File: config.mk
export PLATFORM = sky130hd
export DESIGN_NAME = img_mux_align
export DESIGN_NICKNAME = d
export VERILOG_FILES = /design/src/rtl/pixel_pkg.sv /design/src/rtl/vid_delay.sv /design/src/rtl/img_mux_align.sv
export SDC_FILE = /design/constraint.sdc
export NUM_CORES = 1
export LEC_CHECK = 0
export ABC_AREA = 1
export CORE_ASPECT_RATIO = 1.25
export CORE_UTILIZATION = 54
export DETAILED_ROUTE_END_ITERATION = 10
export GPL_ROUTABILITY_DRIVEN = 0
export MAX_ROUTING_LAYER = met4
export PLACE_DENSITY = 0.78
export SLEW_MARGIN = 20
export SYNTH_ARGS = -nofsm -noshare
export SYNTH_HDL_FRONTEND = slang
export SYNTH_SLANG_ARGS = --single-unit
File: constraint.sdc
create_clock -name clk -period 2.09 [get_ports clk]
set_input_delay 0.418 -clock clk [delete_from_list [all_inputs] [get_ports clk]]
set_output_delay 0.418 -clock clk [all_outputs]
set_load 0.005 [all_outputs]
File: src/rtl/pixel_pkg.sv
// rtl/pixel_pkg.sv - shared pixel/timing types and constants for the HDMI output stage
package pixel_pkg;
  localparam int CH_W        = 8;
  localparam int PIX_W       = 3 * CH_W;
  localparam int TIM_W       = 3;
  localparam int SEL_BYPASS  = 0;
  localparam int FRAME_CNT_W = 16;

  typedef struct packed {
    logic [CH_W-1:0] red;
    logic [CH_W-1:0] grn;
    logic [CH_W-1:0] blu;
  } rgb_t;

  typedef struct packed {
    rgb_t data;
    logic vde;
    logic hsync;
    logic vsync;
  } vid_t;
endpackage

File: src/rtl/vid_delay.sv
// rtl/vid_delay.sv - fixed-depth shift register for a pixel+timing bundle, synchronous clear
module vid_delay #(
  parameter int W     = 27,
  parameter int DEPTH = 16
) (
  input  logic         clk,
  input  logic         rst,
  input  logic [W-1:0] vid,
  output logic [W-1:0] tap
);
  logic [W-1:0] stage [DEPTH];

  always_ff @(posedge clk) begin
    if (rst) begin
      for (int i = 0; i < DEPTH; i++) stage[i] <= '0;
    end else begin
      stage[0] <= vid;
      for (int i = 1; i < DEPTH; i++) stage[i] <= stage[i-1];
    end
  end

  assign tap = stage[DEPTH-1];
endmodule

File: src/rtl/img_mux_align.sv
// rtl/img_mux_align.sv - HDMI output stage: delays raw video to match processed streams,
// selects a source at frame boundaries and flags valid/vde misalignment
module img_mux_align
  import pixel_pkg::*;
#(
  parameter int   DATA_W    = 24,
  parameter int   NUM_SRC   = 4,
  parameter int   LATENCY   = 16,
  parameter int   SEL_W     = 3,
  parameter logic VSYNC_POL = 1'b1
) (
  input  logic                      clk,
  input  logic                      rst,
  input  logic [SEL_W-1:0]          sel,
  input  logic                      err_clr,
  input  logic [DATA_W-1:0]         data_i,
  input  logic                      vde_i,
  input  logic                      hsync_i,
  input  logic                      vsync_i,
  input  logic [NUM_SRC*DATA_W-1:0] src_data,
  input  logic [NUM_SRC-1:0]        src_vld,
  output logic [DATA_W-1:0]         data_o,
  output logic                      vde_o,
  output logic                      hsync_o,
  output logic                      vsync_o,
  output logic [SEL_W-1:0]          sel_active,
  output logic                      lat_err,
  output logic [FRAME_CNT_W-1:0]    frame_cnt
);
  localparam int BUS_W   = DATA_W + TIM_W;
  localparam int NUM_SEL = 2 ** SEL_W;
  localparam logic [SEL_W-1:0] BYPASS   = SEL_W'(SEL_BYPASS);
  localparam logic [SEL_W-1:0] LAST_SRC = SEL_W'(NUM_SRC);

  logic [BUS_W-1:0]  tap;
  logic [DATA_W-1:0] d_data;
  logic              d_vde, d_hsync, d_vsync;

  vid_delay #(
    .W     (BUS_W),
    .DEPTH (LATENCY)
  ) u_delay (
    .clk (clk),
    .rst (rst),
    .vid ({data_i, vde_i, hsync_i, vsync_i}),
    .tap (tap)
  );

  assign {d_data, d_vde, d_hsync, d_vsync} = tap;

  // Select slots padded to the full select range so any sel_active value indexes safely.
  logic [DATA_W-1:0]  src_pix [NUM_SEL];
  logic [NUM_SEL-1:0] src_ok;

  for (genvar g = 0; g < NUM_SEL; g++) begin : g_slot
    if (g < NUM_SRC) begin : g_src
      assign src_pix[g] = src_data[g*DATA_W +: DATA_W];
      assign src_ok[g]  = src_vld[g];
    end else begin : g_none
      assign src_pix[g] = '0;
      assign src_ok[g]  = 1'b0;
    end
  end

  logic [SEL_W-1:0]  sel_m, sel_s, sel_idx;
  logic              d_vsync_q, frame_edge, use_src, mismatch;
  logic [DATA_W-1:0] pix_nxt;

  always_comb begin
    sel_idx  = sel_active - SEL_W'(1);
    use_src  = (sel_active != BYPASS) && (sel_active <= LAST_SRC);
    mismatch = use_src && (src_ok[sel_idx] != d_vde);
    pix_nxt  = d_data;
    if (use_src) begin
      pix_nxt = (d_vde && !mismatch) ? src_pix[sel_idx] : '0;
    end
  end

  assign frame_edge = (d_vsync == VSYNC_POL) && (d_vsync_q != VSYNC_POL);

  always_ff @(posedge clk) begin
    if (rst) begin
      sel_m      <= '0;
      sel_s      <= '0;
      d_vsync_q  <= 1'b0;
      data_o     <= '0;
      vde_o      <= 1'b0;
      hsync_o    <= 1'b0;
      vsync_o    <= 1'b0;
      sel_active <= '0;
      lat_err    <= 1'b0;
      frame_cnt  <= '0;
    end else begin
      sel_m     <= sel;
      sel_s     <= sel_m;
      d_vsync_q <= d_vsync;
      data_o    <= pix_nxt;
      vde_o     <= d_vde;
      hsync_o   <= d_hsync;
      vsync_o   <= d_vsync;
      if (frame_edge) begin
        sel_active <= sel_s;
        frame_cnt  <= frame_cnt + FRAME_CNT_W'(1);
      end
      // A fresh error outranks a simultaneous clear.
      if (mismatch) lat_err <= 1'b1;
      else if (err_clr) lat_err <= 1'b0;
    end
  end
endmodule

==> results of run 1 <==
logic make-up after synthesis:
group | count (synthesis) | share of synthesized area
buffers and inverters | 539 | 0.146
XOR/XNOR | 2 | 0.00117
flip-flops | 485 | 0.649
adder cells (fa/ha/maj) | 2 | 0.00167
AND/OR/NAND/NOR | 641 | 0.164
AO/OA/AOI/OAI | 112 | 0.0380
Yosys cell counts:
| library cell | count | share of area |
|---|---|---|
| buf_4 | 3 | 0.0015 |
| xor2_1 | 1 | 0.00059 |
| nand4_1 | 3 | 0.0013 |
| xnor2_1 | 1 | 0.00059 |
| a21oi_1 | 50 | 0.017 |
| nor2_1 | 579 | 0.15 |
| o21ai_0 | 42 | 0.014 |
| o21a_1 | 1 | 0.00050 |
| ha_1 | 2 | 0.0017 |
| or2_1 | 1 | 0.00042 |
| inv_2 | 2 | 0.00050 |
| nand3_2 | 1 | 0.00067 |
| o21bai_1 | 1 | 0.00050 |
| buf_8 | 2 | 0.0020 |
| o21ai_1 | 15 | 0.0050 |
| nor3_1 | 9 | 0.0030 |
| buf_6 | 5 | 0.0038 |
| clkbuf_2 | 3 | 0.0010 |
| buf_2 | 50 | 0.017 |
| clkbuf_1 | 6 | 0.0015 |
| o22ai_1 | 3 | 0.0013 |
| nand3_1 | 8 | 0.0027 |
| nand2_2 | 2 | 0.00084 |
| dfxtp_1 | 485 | 0.65 |
| inv_1 | 463 | 0.12 |
| nor3b_1 | 1 | 0.00050 |
| nand2_1 | 34 | 0.0085 |
| buf_12 | 1 | 0.0013 |
| nor2_2 | 3 | 0.0013 |
| inv_6 | 1 | 0.00059 |
| buf_1 | 3 | 0.00075 |
per-stage QoR:
step           instances  cell area [µm²]   util
6_report            2323            18300  0.679
5_1_grt             2323            18300  0.679
4_1_cts             2320            18300  0.678
3_5_place_dp        2245            16900  0.626
3_3_place_gp        2245            16900  0.626
2_1_floorplan       1781            15000      -
metal layers:
metal	routed length [µm]	vias to the layer above
li1	-	5336
met5	0	-
met4	1020	0
met3	1980	68
met2	11800	267
met1	9360	4321
state kept, by name (all words and copies together), names as in the netlist:
name           cells
frame_cnt         16
lat_err            1
d_vsync_q          1
hsync_o            1
sel_s              3
u_delay.stage    432
sel_active         3
vde_o              1
sel_m              3
data_o            24
power groups by stage:
| stage | clock network (µW) | logic [µW] | registers, µW |
|---|---|---|---|
| 2_1_floorplan | 0 | 246 | 9550 |
| 3_3_place_gp | 0 | 533 | 9550 |
| 3_5_place_dp | 0 | 539 | 9560 |
| 4_1_cts | 7960 | 544 | 9350 |
| 5_1_grt | 8420 | 602 | 9350 |
| 6_report | 7730 | 542 | 9350 |
layout make-up:
cell class / instances / area share
clock buffers: 63 / 0.0701
clock inverters: 12 / 0.00738
diodes: 3 / 0.000410
well taps: 345 / 0.0236
inverters: 466 / 0.0958
flip-flops and latches: 485 / 0.530
repair buffers: 192 / 0.105
multi-input cells: 757 / 0.168
how the worst max path moves through the flow:
stage	cells past startpoint	slack, ps	endpoint	from
6_report	1	160	sel_active[0]	sel_active[0]
5_1_grt	8	40	data_o[17]	sel_active[0]
4_1_cts	1	160	sel_active[0]	sel_active[0]
3_5_place_dp	7	190	data_o[17]	sel_active[0]
3_3_place_gp	7	270	data_o[18]	src_vld[2]
2_1_floorplan	12	260	data_o[0]	sel_active[0]
repair_timing:
| action | in CTS | in global routing |
|---|---|---|
| hold buffers | 0 | 0 |
| endpoints found under the setup margin | 0 | 1 |
| buffers inserted | 0 | 0 |
| gates resized for setup | 0 | 1 |
==> flow_metrics.py, run 1 <==
metrics = {
    "global_route": {
        "grt_use_met1": 0.176,
        "grt_pass1_wl_mm": 39.5,
        "grt_pass1_vias": 9095,
        "met2_usage": 0.308,
        "grt_max_degree": 160,
        "grt_usage": 0.177,
        "gr-total-overflow": 0,
        "use_met3": 0.0457,
        "top_usage_layer": "met2",
        "antenna_found_initial": 3,
    },
    "clocking": {
        "cts-root-buf": "clkbuf_16",
        "cts_sinks": 485,
        "cts_tree": "built",
        "clk_latency_ps": 520,
        "cts_buffers": 43,
        "htree_levels": 2,
        "clk_path_buf_depth": 3,
        "path_clk_slew_ps": 70,
    },
    "detailed_routing": {
        "vias_per_cell": 4.30,
        "wl_mm": 24.2,
        "drcViolationCount": 0,
        "drt_iter0_markers": 471,
        "firstDrtPassIters": 4,
        "via_count": 9992,
        "wl_per_cell_um": 10.4,
        "ant_nets": 0,
    },
    "timing": {
        "fin_skew_ps": 14.4,
        "finalWorstPathRequiredPeriod_ps": 1930,
        "slew_viol_final": 0,
        "max_slew_margin": 0.544,
        "period_share": 0.925,
        "rsz0062_at_grt": "false",
        "worstMarginPinSlew_ps": 683,
        "tns_ps": 0,
        "whs_ps": 224,
        "hold_viol_final": 0,
        "worst_slack_ps": 157,
        "fmaxAchievable_mhz": 517,
        "setup_viol": 0,
    },
    "power": {
        "seqPwrFrac": 0.531,
        "power.share.clock": 0.439,
        "switching_share": 0.192,
        "peakVddDrop_mv": 0.627,
        "p_int_uw": 14200,
        "totalPowerFinal_uw": 17600,
        "p_switching_uw": 3390,
        "p_per_area_nw_per_um2": 962,
        "combPwrFrac": 0.031,
        "p_leak_uw": 0.00736,
    },
    "critical_path": {
        "cp_cell_sequence": "clkdlybuf4s50_1",
        "startpoint_type": "register",
        "cp_max_fo": 3,
        "cp_top_family": "buffers and inverters",
        "r2r_cells": 8,
        "cp.buffers_inverters": 1,
        "critPathMaxStageDelay_ps": 550,
        "reg2reg_to": "data_o[5]",
        "r2r_slack_ps": 230,
        "crit_arrival_ps": 1520,
        "r2r_start": "sel_active[0]",
        "slowest_stage": "clkdlybuf4s50_1",
        "end_kind": "output pin",
        "crit_required_ps": 1670,
        "critPathKind": "reg -> out",
    },
    "floorplanning": {
        "die_area_um2": 28400,
        "ioPinCount": 180,
        "rows": 67,
        "coreArea_um2": 27000,
        "start_util": 0.554,
        "die_w_um": 151,
        "die_h_um": 188,
    },
    "layout": {
        "multi_input_area_um2": 3070,
        "final_common_cell": "nor2_1",
        "areaGrowthSynthToFinish_pct": 22.4,
        "final_net_count": 2080,
        "fill_cells": 2088,
        "drive_above_1_share": 0.0451,
        "final_cell_mix": "nor2_1, dfxtp_1, inv_1",
        "seqCellArea_um2": 9710,
    },
    "placed_design": {
        "io_buffers": 179,
        "dp_slack_ps": 188,
        "dp_hpwl_mm": 15.1,
    },
    "worst_hold_path": {
        "holdPathEnd": "u_delay.stage[3][26]",
        "hp-class": "in -> reg",
        "min_from": "rst",
        "whs_path_depth": 2,
    },
    "outcome": {
        "status": "completed",
    },
    "synthesis": {
        "yosys_warnings": 0,
        "synth-seq-area-share": 0.649,
        "syn_area_um2": 15000,
        "synth_fp_nets": 1916,
        "synth.avg_cell_area_um2": 8.40,
        "synthDistinctLibCells": 31,
        "synthCells": 1781,
        "ys_ff_latch": 485,
    },
    "job": {
        "cap_violations": 0,
    },
}
No activity file was read; power rests on OpenSTA's default activity.
==> run 2, diff against run 1 <==
RECOVER_POWER = 50   (was not set)
==> run 2 against run 1 <==
  * Clock skew is essentially flat
  * Worst hold slack gained 170 ps
  * First-iteration DRC count shrank 1.7%
  * Fmax is essentially flat
  * Clock-buffer cell count is the same
  * Largest cell class unchanged
  * Total power is essentially flat
  * Highest routed layer unchanged
  * Combinational power shrank 2%
==> flow_metrics.py, run 2 (synthesis results as in run 1) <==
metrics = {
    "layout": {
        "final_cell_mix": "nor2_1, dfxtp_1, inv_1",
        "largest_register": "u_delay.stage",
        "reg_top3": "u_delay.stage: 432 flops, data_o: 24 flops, frame_cnt: 16 flops",
        "areaGrowthSynthToFinish_pct": 22.1,
        "final_net_count": 2080,
        "final_common_cell": "nor2_1",
        "largest_reg_flops": 432,
        "fill_cells": 2093,
        "drive_above_1_share": 0.0430,
    },
    "clocking": {
        "postCtsSetupRepairBufs": 0,
        "clk_latency_ps": 520,
        "cts_buffers": 43,
        "cts_sinks": 485,
        "path_clk_slew_ps": 70,
        "htree_levels": 2,
        "cts_tree": "built",
        "cts-root-buf": "clkbuf_16",
        "clk_path_buf_depth": 3,
    },
    "timing": {
        "max_slew_margin": 0.126,
        "setup_viol": 0,
        "period_share": 0.925,
        "rsz0062_at_grt": "false",
        "hold_viol_final": 0,
        "tns_ps": 0,
        "worstMarginPinSlew_ps": 1310,
        "slew_viol_final": 0,
        "whs_ps": 393,
        "finalWorstPathRequiredPeriod_ps": 1930,
        "worst_slack_ps": 157,
        "fin_skew_ps": 14.4,
        "fmaxAchievable_mhz": 517,
    },
    "critical_path": {
        "critPathKind": "reg -> out",
        "cp_cell_sequence": "clkdlybuf4s50_1",
        "crit_required_ps": 1670,
        "startpoint_type": "register",
        "slowest_stage": "clkdlybuf4s50_1",
        "critPathMaxStageDelay_ps": 550,
        "crit_arrival_ps": 1520,
        "cp_top_family": "buffers and inverters",
        "cp_max_fo": 3,
        "end_kind": "output pin",
        "cp.buffers_inverters": 1,
    },
    "placed_design": {
        "dp_hpwl_mm": 15.1,
        "dp_slack_ps": 188,
        "io_buffers": 179,
    },
    "global_route": {
        "antenna_found_initial": 3,
        "gr-total-overflow": 0,
        "grt_max_degree": 160,
        "grt_usage": 0.177,
        "grt_pass1_vias": 9095,
        "grt_pass1_wl_mm": 39.5,
    },
    "power": {
        "totalPowerFinal_uw": 17600,
        "p_per_area_nw_per_um2": 964,
        "peakVddDrop_mv": 0.628,
        "p_leak_uw": 0.00733,
    },
    "detailed_routing": {
        "firstDrtPassIters": 6,
        "ant_nets": 0,
        "wl_mm": 24.2,
        "drt_iter0_markers": 463,
        "wl_per_cell_um": 10.4,
        "via_count": 10007,
        "drcViolationCount": 0,
        "vias_per_cell": 4.31,
    },
    "worst_hold_path": {
        "hp-class": "reg -> reg",
    },
    "floorplanning": {
        "die_area_um2": 28400,
        "coreArea_um2": 27000,
        "rows": 67,
        "die_w_um": 151,
        "die_h_um": 188,
        "ioPinCount": 180,
        "start_util": 0.554,
    },
    "job": {
        "cap_violations": 0,
    },
    "outcome": {
        "status": "completed",
    },
}
-- run 2: changes by cell type in the layout (fill, tap and decap cells not counted) --
cell,previous run,this run
buf_4,10,4
clkbuf_1,9,13
clkbuf_2,0,3
buf_12,2,1
buf_8,1,0
clkbuf_4,0,1
-- run 2: final cells by class --
cell class,instances,area (µm²),share of cell area
inverters,466,1750,0.0960
well taps,345,432,0.0236
repair buffers,192,1880,0.103
flip-flops and latches,485,9710,0.531
multi-input cells,757,3070,0.168
clock inverters,12,135,0.00739
diodes,3,7.51,0.000411
clock buffers,63,1280,0.0702
-- run 2: metal layers --
metal,routed length (µm),vias to the layer above,GRT usage
li1,-,5343,-
met1,9310,4325,0.176
met2,11800,273,0.308
met3,2000,66,0.0457
met4,1020,0,0.100
met5,0,-,-
-- run 2: what timing repair did --
item	in CTS	in global routing
hold buffers	0	0
gates resized for setup	0	1
endpoints found under the setup margin	0	1
-- run 2: report_power, final --
group	internal, µW	switching [µW]
registers	9330	21.0
clock network	4620	3120
logic	276	255
-- run 2: worst paths after layout --
kind | from | end | slack, ps | cells past startpoint
min | u_delay.stage[2][53] | u_delay.stage[2][80] | 390 | 2
min reg2reg | u_delay.stage[2][53] | u_delay.stage[2][80] | 390 | 2
max reg2reg | sel_active[0] | data_o[5] | 230 | 8
max | sel_active[0] | sel_active[0] | 160 | 1
-- run 2: metrics by stage --
stage                     cell area, µm²  utilization  std cells
after global routing               18300        0.677       2323
after global placement             16900        0.626       2245
after CTS                          18300        0.678       2320
final                              18300        0.677       2323
after floorplan                    15000            -       1781
after detailed placement           16900        0.626       2245
-- run 2: worst reg2reg max path, cell delays in order (launching register included) --
cell,delay [ps]
dfxtp_1,440
inv_6,40
ha_1,210
nand2_1,80
nand2_2,100
inv_2,510
a21oi_1,140
a21oi_1,160
nor2_1,50
==> run 3, diff against run 2 <==
CORE_UTILIZATION = 55   (was 54)
MAX_ROUTING_LAYER = not set   (was met4)
PLACE_DENSITY = 0.79   (was 0.78)
SYNTH_HIERARCHICAL = 1   (was not set)
==> run 3 against run 2 <==
  * The flow now finishes with violations (max-capacitance violations, max-slew violations)
  * Critical path depth unchanged
  * Sequential power is essentially flat
  * Cell area is essentially flat
  * Synthesized area increased by 3.1%
  * Non-clock buffer count decreased by 4
  * Combinational power hardly changed
  * Clock-buffer cell count is 3 higher
  * Total power increased by 0.28%
  * Worst hold slack lost 190 ps
  * Sequential share of layout area about the same
  * Flip-flop and latch count is the same
  * Critical path type unchanged
  * Register-to-register slack got worse by 80 ps
==> flow_metrics.py, run 3 <==
metrics = {
    "outcome": {
        "status": "finished with violations",
        "violations": "max-capacitance violations, max-slew violations",
    },
    "synthesis": {
        "synth_edf_count": 0,
        "synth.avg_cell_area_um2": 8.55,
        "yosysMostFrequentCell": "nor2_1",
        "synthCells": 1805,
        "syn_area_um2": 15400,
        "yosysTopAreaCellShare": 0.629,
        "yosys_warnings": 6,
        "yosysTopAreaCell": "dfxtp_1",
        "synth_async_sr_flop_share": 0,
        "ys_ff_latch": 485,
        "synthDistinctLibCells": 29,
        "synthTopCellsByCount": "nor2_1, dfxtp_1, inv_1, a21oi_1",
        "synth-seq-area-share": 0.629,
        "synth_ff_type": "dfxtp_1",
        "synthTopCellsByArea": "dfxtp_1, nor2_1, inv_1",
        "synth_fp_nets": 1940,
    },
    "global_route": {
        "gr-total-overflow": 0,
        "antenna_found_initial": 2,
        "grt_usage": 0.161,
        "grt_max_degree": 149,
        "grt_pass1_wl_mm": 37.9,
        "grt_pass1_vias": 9178,
    },
    "timing": {
        "max_slew_margin": -0.128,
        "rsz0062_at_grt": "false",
        "setup_viol": 0,
        "period_share": 0.948,
        "fmaxAchievable_mhz": 505,
        "worstMarginPinSlew_ps": 1690,
        "worst_slack_ps": 109,
        "finalWorstPathRequiredPeriod_ps": 1980,
        "tns_ps": 0,
        "hold_viol_final": 0,
        "fin_skew_ps": 11.0,
        "slew_viol_final": 223,
    },
    "floorplanning": {
        "die_h_um": 189,
        "coreArea_um2": 27600,
        "die_area_um2": 28700,
        "ioPinCount": 180,
        "die_w_um": 152,
        "rows": 68,
        "start_util": 0.560,
    },
    "layout": {
        "reg_top3": "u_delay/stage: 432 flops, data_o: 24 flops, frame_cnt: 16 flops",
        "largest_register": "u_delay/stage",
        "largest_reg_flops": 432,
        "finalNonFillerCells": 2324,
        "drive_above_1_share": 0.0467,
        "final_cell_mix": "nor2_1, dfxtp_1, inv_1",
        "areaGrowthSynthToFinish_pct": 18.6,
        "final_common_cell": "nor2_1",
        "final_net_count": 2073,
    },
    "detailed_routing": {
        "wl_per_cell_um": 10.1,
        "drt_iter0_markers": 394,
        "wl_met3_mm": 2.07,
        "ant_nets": 0,
        "m1WireLength_mm": 9.07,
        "drcViolationCount": 0,
        "wl_mm": 23.4,
        "via_count": 10050,
        "firstDrtPassIters": 4,
        "vias_per_cell": 4.32,
        "wl_met2_mm": 11.4,
        "highest_layer": "met4",
    },
    "critical_path": {
        "end_kind": "output pin",
        "cp_max_fo": 8,
        "crit_arrival_ps": 1560,
        "crit_required_ps": 1670,
        "startpoint_type": "register",
        "cp_top_family": "buffers and inverters",
        "cp_cell_sequence": "clkdlybuf4s50_1",
        "critPathKind": "reg -> out",
        "cp.buffers_inverters": 1,
        "slowest_stage": "clkdlybuf4s50_1",
        "critPathMaxStageDelay_ps": 560,
    },
    "clocking": {
        "cts_tree": "built",
        "cts-resized-gates": 0,
        "path_clk_slew_ps": 60,
        "clk_latency_ps": 530,
        "postCtsSetupRepairBufs": 0,
        "cts_hold_buffers": 0,
        "clk_path_buf_depth": 3,
        "cts-root-buf": "clkbuf_16",
        "htree_levels": 2,
        "cts_buffers": 44,
        "cts_sinks": 485,
    },
    "power": {
        "peakVddDrop_mv": 0.747,
        "p_per_area_nw_per_um2": 966,
        "p_leak_uw": 0.00731,
    },
    "placed_design": {
        "dp_hpwl_mm": 14.4,
        "io_buffers": 179,
        "dp_slack_ps": 158,
        "place_inst": 2242,
    },
    "worst_hold_path": {
        "hp-class": "in -> reg",
    },
    "job": {
        "cap_violations": 3,
    },
}
run 3: cell type report:
cell class,instances,area [µm²]
Inverter,465,1750
Antenna cell,2,5.00
Fill cell,2104,9280
Tap cell,350,438
Multi-Input combinational cell,754,3070
Sequential cell,485,9710
Timing Repair Buffer,188,1870
Clock buffer,66,1320
Clock inverter,14,130
run 3: power by group:
| group | internal [µW] | switching (µW) | leakage (µW) |
|---|---|---|---|
| sequential | 9330 | 20.1 | 0.00392 |
| combinational | 276 | 254 | 0.00267 |
| clock | 4600 | 3180 | 0.000718 |
| total | 14200 | 3460 | 0.00731 |
run 3: worst paths after layout:
kind                             start                  end  slack, ps  cells past startpoint
setup / recovery         sel_active[0]        sel_active[0]        110                      1
hold / removal                     rst  u_delay/stage[3][3]        200                      2
setup reg to reg         sel_active[0]           data_o[10]        150                      9
hold reg to reg   u_delay/stage[0][85]  u_delay/stage[1][4]        390                      2
run 3: cell families after synthesis:
kind of cell / share of synthesized area
AND/OR/NAND/NOR: 0.158
buffers and inverters: 0.171
flip-flops: 0.629
AO/OA/AOI/OAI: 0.0389
adder cells (fa/ha/maj): 0.00162
XOR/XNOR: 0.000568
run 3: through the flow:
step                utilization  power [µW]  area, µm²  hold WS, ps
floorplan                     -        9860      15400          388
global placement          0.612       10100      16900          388
detailed placement        0.612       10100      16900          392
CTS                       0.664       17900      18300          196
global route              0.663       18300      18300          208
finish                    0.663       17700      18300          201
run 3: routing by layer:
metal,up-vias,track usage
li1,5314,-
met1,4358,0.157
met2,316,0.307
met3,62,0.0386
met4,0,0.0834
met5,-,0
